[config.mk]
export PLATFORM = sky130hd
export DESIGN_NAME = hazard1_mem_arbiter
export DESIGN_NICKNAME = d
export VERILOG_FILES = /design/src/rtl/hazard1_mem_arbiter.sv
export SDC_FILE = /design/constraint.sdc
export NUM_CORES = 1
export LEC_CHECK = 0
export BUFFER_PORTS_ARGS = -buffer_cell sky130_fd_sc_hd__clkbuf_2
export CAP_MARGIN = 20
export CORE_AREA = 2 2 119 121
export CTS_CLUSTER_DIAMETER = 120
export DETAILED_ROUTE_END_ITERATION = 10
export DIE_AREA = 0 0 121 123
export GPL_TIMING_DRIVEN = 1
export RECOVER_POWER = 100
export SLEW_MARGIN = 15
export SYNTH_ARGS = -nofsm -noshare
export SYNTH_HDL_FRONTEND = slang
export SYNTH_SLANG_ARGS = --single-unit
[constraint.sdc]
create_clock -name clk -period 4.55 [get_ports clk]
set_input_delay 0.91 -clock clk [delete_from_list [all_inputs] [get_ports clk]]
set_output_delay 0.91 -clock clk [all_outputs]
set_load 0.1 [all_outputs]
[src/rtl/hazard1_mem_arbiter.sv]
// hazard1_mem_arbiter
//
// Shares one single-ported, single-cycle SRAM between two masters. Master 0
// is the hazard1 core and master 1 is a second requester such as a loader or
// DMA. Requests are granted round-robin and the losing master is stalled.
// Read data is routed back to the master that issued the read. Each master's
// last read data is held, so a stalled master still samples a stable value.
//
// Ports
//   clk, rst_n          clock, synchronous active-low reset
//   mN_addr  [W-1:0]    master N address
//   mN_wen   [3:0]      master N byte write enables
//   mN_ren              master N read enable
//   mN_wdata [W-1:0]    master N write data
//   mN_rdata [W-1:0]    master N read data (data phase or held value)
//   mN_stall            master N request not accepted this cycle
//   sram_addr/wen/ren/wdata   SRAM request, driven by the granted master or 0
//   sram_rdata          SRAM read data, valid the cycle after sram_ren
module hazard1_mem_arbiter #(
    parameter int W = 32
) (
    input  logic         clk,
    input  logic         rst_n,

    input  logic [W-1:0] m0_addr,
    input  logic [3:0]   m0_wen,
    input  logic         m0_ren,
    input  logic [W-1:0] m0_wdata,
    output logic [W-1:0] m0_rdata,
    output logic         m0_stall,

    input  logic [W-1:0] m1_addr,
    input  logic [3:0]   m1_wen,
    input  logic         m1_ren,
    input  logic [W-1:0] m1_wdata,
    output logic [W-1:0] m1_rdata,
    output logic         m1_stall,

    output logic [W-1:0] sram_addr,
    output logic [3:0]   sram_wen,
    output logic         sram_ren,
    output logic [W-1:0] sram_wdata,
    input  logic [W-1:0] sram_rdata
);

    // Per-master views so the per-master logic can be generated once
    logic [W-1:0] addr_in  [2];
    logic [3:0]   wen_in   [2];
    logic         ren_in   [2];
    logic [W-1:0] wdata_in [2];
    logic [W-1:0] rdata_out[2];

    assign addr_in[0]  = m0_addr;
    assign addr_in[1]  = m1_addr;
    assign wen_in[0]   = m0_wen;
    assign wen_in[1]   = m1_wen;
    assign ren_in[0]   = m0_ren;
    assign ren_in[1]   = m1_ren;
    assign wdata_in[0] = m0_wdata;
    assign wdata_in[1] = m1_wdata;

    logic [1:0] req;
    logic [1:0] gnt;
    logic       last_gnt_reg;
    logic       last_gnt_next;
    logic       dph_valid_reg;
    logic       dph_sel_reg;

    // Grant: a lone requester wins; under contention the master that was
    // not granted most recently wins.
    always_comb begin
        gnt = req;
        if (req == 2'b11) begin
            gnt = last_gnt_reg ? 2'b01 : 2'b10;
        end
    end

    // last_gnt only moves on cycles that actually grant someone
    assign last_gnt_next = (|req) ? gnt[1] : last_gnt_reg;

    assign m0_stall = req[0] & ~gnt[0];
    assign m1_stall = req[1] & ~gnt[1];

    // SRAM drive: straight pass-through of the winner, all zero when idle.
    // Only request inputs feed this path; sram_rdata never does.
    always_comb begin
        sram_addr  = '0;
        sram_wen   = '0;
        sram_ren   = 1'b0;
        sram_wdata = '0;
        if (|gnt) begin
            sram_addr  = addr_in[gnt[1]];
            sram_wen   = wen_in[gnt[1]];
            sram_ren   = ren_in[gnt[1]];
            sram_wdata = wdata_in[gnt[1]];
        end
    end

    // Data-phase tracking. A read under reset still reaches the SRAM but
    // gets no data phase, so its data is dropped.
    always_ff @(posedge clk) begin
        if (!rst_n) begin
            last_gnt_reg  <= 1'b1;
            dph_valid_reg <= 1'b0;
            dph_sel_reg   <= 1'b0;
        end else begin
            last_gnt_reg  <= last_gnt_next;
            dph_valid_reg <= sram_ren;
            dph_sel_reg   <= gnt[1];
        end
    end

    genvar gi;
    generate
        for (gi = 0; gi < 2; gi++) begin : g_master
            localparam bit SEL = (gi == 1);

            logic         dph_mine;
            logic [W-1:0] hold_reg;

            assign req[gi]  = ren_in[gi] | (|wen_in[gi]);
            assign dph_mine = dph_valid_reg & (dph_sel_reg == SEL);

            // Hold the last returned word so it stays stable until this
            // master's next data phase, whatever the other master does.
            always_ff @(posedge clk) begin
                if (!rst_n) begin
                    hold_reg <= '0;
                end else if (dph_mine) begin
                    hold_reg <= sram_rdata;
                end
            end

            assign rdata_out[gi] = dph_mine ? sram_rdata : hold_reg;
        end
    endgenerate

    assign m0_rdata = rdata_out[0];
    assign m1_rdata = rdata_out[1];

endmodule

==> summary.md <==
| Metric | Value |
|---|---|
| Vias per cell | 4.58 |
| Critical path origin | m0_wen[0] |
| WHS | approximately 0.57 ns |
| Hold Startpoint | g_master[0].hold_reg[13] |
| Worst path cell trace | clkbuf_2 -> or4_4 -> o21ai_4 -> nor2b_4 -> buf_4 -> a22o_1 -> clkbuf_2 |
| Critical path class | primary input to primary output |
| Ys flop type | dfxtp_1 |
| RSZ-0062 raised after global routing | false |
| Vias | 3668 |
| Tcrit/Tclk final | 92.3% |
| Worst slew pin tran | roughly 2.2 ns |
| # DRC | 0 |
| Ys Warns | 0 |
| Max Slew Vio Count | 135 |
| Skew final | 0.00596 ns |
| Synth Area in Compound Gates | 18.3% |
| Pre-CTS setup slack | 0.603 ns |
| P&R area growth vs syn | 62.8% |
| Cell row count | 43 |
| Register area share after synthesis | 40.1% |
| Cell variety after synth | 24 |
| R2r setup slk | 2.03 ns |
| R2r endpoint | g_master[1].hold_reg[13] |
| Post-CTS Hold Buffers | 0 |
| CP delay by family, top | buffers and inverters |
| Sw Pwr | 1.24 mW |
| Detailed placement HPWL | 14700 µm |
| Fin crit period | 4.20 ns |
| Vias in the first global route | 3706 |
| Routed Antenna Nets | 0 |
| Most frequent CP cell | clkbuf_2 |
| Core area | 13600 µm² |
| Die area | 14900 µm² |
| Cts bufs inserted | 9 |
| Largest net degree at the start of global routing | ~70 |
| Setup_tns | 0 ns |
| Critical path peak fanout | 50 |
| LEAKAGE | 2.90 nW |
| Cell area power density | 475 nW/µm² |
| Internal | ~1.4 mW |
| GRT Residual Overflow | 0 |
| Outcome | finished with violations |
| Setup Viol. Count Final | 0 |
| Post-CTS setup buffer count | 0 |
| XOR/XNOR Fraction of Synth Area | 0% |
| Post-synth EDFFs | 0 |
| Final WS setup | 0.350 ns |
| Clock Sinks | 67 |
| Worst EP arrival | 3.29 ns |
| DR pass1 iterations | 4 |
| Die width | approximately 120 µm |
| Yosys reg bits | 67 |
| Post-synth net total | 486 |
| Largest family of logic cells by synthesized area | multiplexers |
| Routed WL | 17500 µm |
| Sw frac | 47.7% |
| Max cap viols | 3 |
| Worst path slowest cell | or4_4 |
| Req. time, crit path | 3.64 ns |
| Crit-path max cell delay | between 0.5 and 0.6 ns |
| WL/cell | 21.8 µm |
| Max transition margin | -44.3% |
| Depth of the most critical reg-to-reg path | 4 |
| Failing checks | capacitance limit, slew limit |
| H-tree levels | 3 |
| Mux cell area share after synthesis | 22.5% |
| Fraction of layout cells with a size suffix above 1 | 57.2% |
| RePlAce Congestion | 0.868 |
| Buf+Inv Stages, Crit Path | 3 |
| Max FFs per register | 64 |
| Critical Path End Type | primary output |
| Sequential fraction of design power | between 20% and 30% |
| Peak Freq | 238 MHz |
| TritonCTS clock tree | done |
| First-pass GRT wire length | between 20000 and 25000 µm |
| Asr flop ratio synth | 0% |
| I/O Buffers | around 300 |
| I/O Pins | 307 |
| Drt initial violations | roughly 160 |
| Final count of hold timing violations | 0 |
| CP Launch Type | primary input |
| Syn Area/Cell | 10.7 µm² |
| RR Startpoint | dph_sel_reg |
| Critical Path End | sram_addr[26] |
| Clock latency on the worst-skew pair | 0.33 ns |
| Die Height | about 120 µm |
| GRT Total Usage | 22.1% |
| Clock buffer depth | 2 |
| Power share of the combinational group | 46.8% |
| Critical Path Stages | 7 |
| Clock share of power | 29.3% |
| Clock transition at path regs | ~0.050 ns |
| Nets | 779 |
| Starting density of the core | 24.6% |
| Adder-Cell Fraction of Synth Area | 0% |
| Post-synthesis simple-gate area fraction | 14.8% |
| Mapped cell area | 3350 µm² |
| Max VDD drop | about 0.16 mV |
| CTS resizes | 0 |
| Initial antenna violation count | 19 |
| Syn Inst Count | 314 |
| CTS Root Buffer Type | clkbuf_16 |
| Worst Hold Class | flop to flop |
==> tightest hold or removal path: cells and delay by family, from the launching register on <==
kind / cells / cell delay [ns]
and+or+nand+nor: 1 / 0.11
DFF: 1 / 0.30
muxes: 1 / 0.12
==> cell usage in the layout (no fill, tap or decap) <==
master and count:
clkbuf_2 290, dfxtp_1 67, a22o_1 64, and2_1 41
mux2_1 36, mux2_2 31, and2_0 24, clkbuf_1 11
diode_2 9, clkbuf_16 9, buf_12 6, nor2_1 3
nand2_1 3, a21oi_1 3, dlymetal6s4s_1 3, or4_4 2
nor3_1 2, clkbuf_8 2, bufinv_16 2, o21ba_1 1
nor2_4 1, nor2_2 1, o21ai_4 1, nor2b_4 1
nor2b_2 1, inv_1 1, o31ai_1 1, nand3_1 1
o21ai_0 1, clkinvlp_4 1, clkinv_2 1, buf_4 1
==> synth_stat cells, types with 2 or more instances <==
master	count	share of area [%]
buf_1	6	0.67
dfxtp_1	67	40
clkbuf_1	8	0.90
mux2_1	7	2.4
nand2_1	3	0.34
a22o_1	64	17
a21oi_1	3	0.45
buf_2	11	1.6
and2_1	65	12
buf_6	2	0.67
nor2_1	3	0.34
nor2b_1	2	0.37
mux2_2	60	20
or4_4	2	0.67
nor3_1	2	0.30
==> cell families after synthesis <==
family,count (synthesis)
AND/OR/NAND/NOR,80
AO/OA/AOI/OAI,71
multiplexers,67
buffers and inverters,29
flip-flops,67
==> worst min path at each step <==
stage / slack (ns) / end / cells after the start
floorplan: 0.56 / last_gnt_reg / 2
global placement: 0.55 / g_master[0].hold_reg[26] / 2
detailed placement: 0.56 / g_master[0].hold_reg[26] / 2
CTS: 0.57 / g_master[0].hold_reg[26] / 2
global route: 0.60 / g_master[1].hold_reg[15] / 2
finish: 0.57 / g_master[0].hold_reg[13] / 2
==> metal layers <==
metal	GRT usage [%]	vias up	wire length [µm]
li1	-	1738	-
met4	11.6	16	591
met5	0	-	97
met2	37.0	174	8570
met3	14.9	42	2110
met1	20.5	1698	6120
==> through the flow <==
step                utilization, %  total power [mW]  instances  area [µm²]
detailed placement            44.0              2.06        776        5990
floorplan                        -              1.60        314        3350
finish                        40.0              2.59        801        5450
global placement              44.0              2.05        776        5990
CTS                           46.4              2.83        792        6310
global route                  39.9              2.66        794        5430
==> power by group through the flow <==
stage | Sequential (mW) | Clock [mW] | Combinational [mW]
after floorplan | 0.629 | 0 | 0.973
after global placement | 0.630 | 0 | 1.42
after detailed placement | 0.631 | 0 | 1.43
after CTS | 0.619 | 0.778 | 1.43
after global routing | 0.620 | 0.798 | 1.25
final | 0.618 | 0.758 | 1.21
==> final cells by class <==
cell class / count / area, µm²
inverter: 1 / 3.75
clock buffer: 12 / 256
tap: 180 / 225
sequential: 67 / 1340
antenna: 9 / 22.5
multi-input combinational: 218 / 1880
timing repair buffer: 310 / 1650
clock inverter: 4 / 72.6
fill: 1373 / 8160
Power figures use the tool's default switching activity.
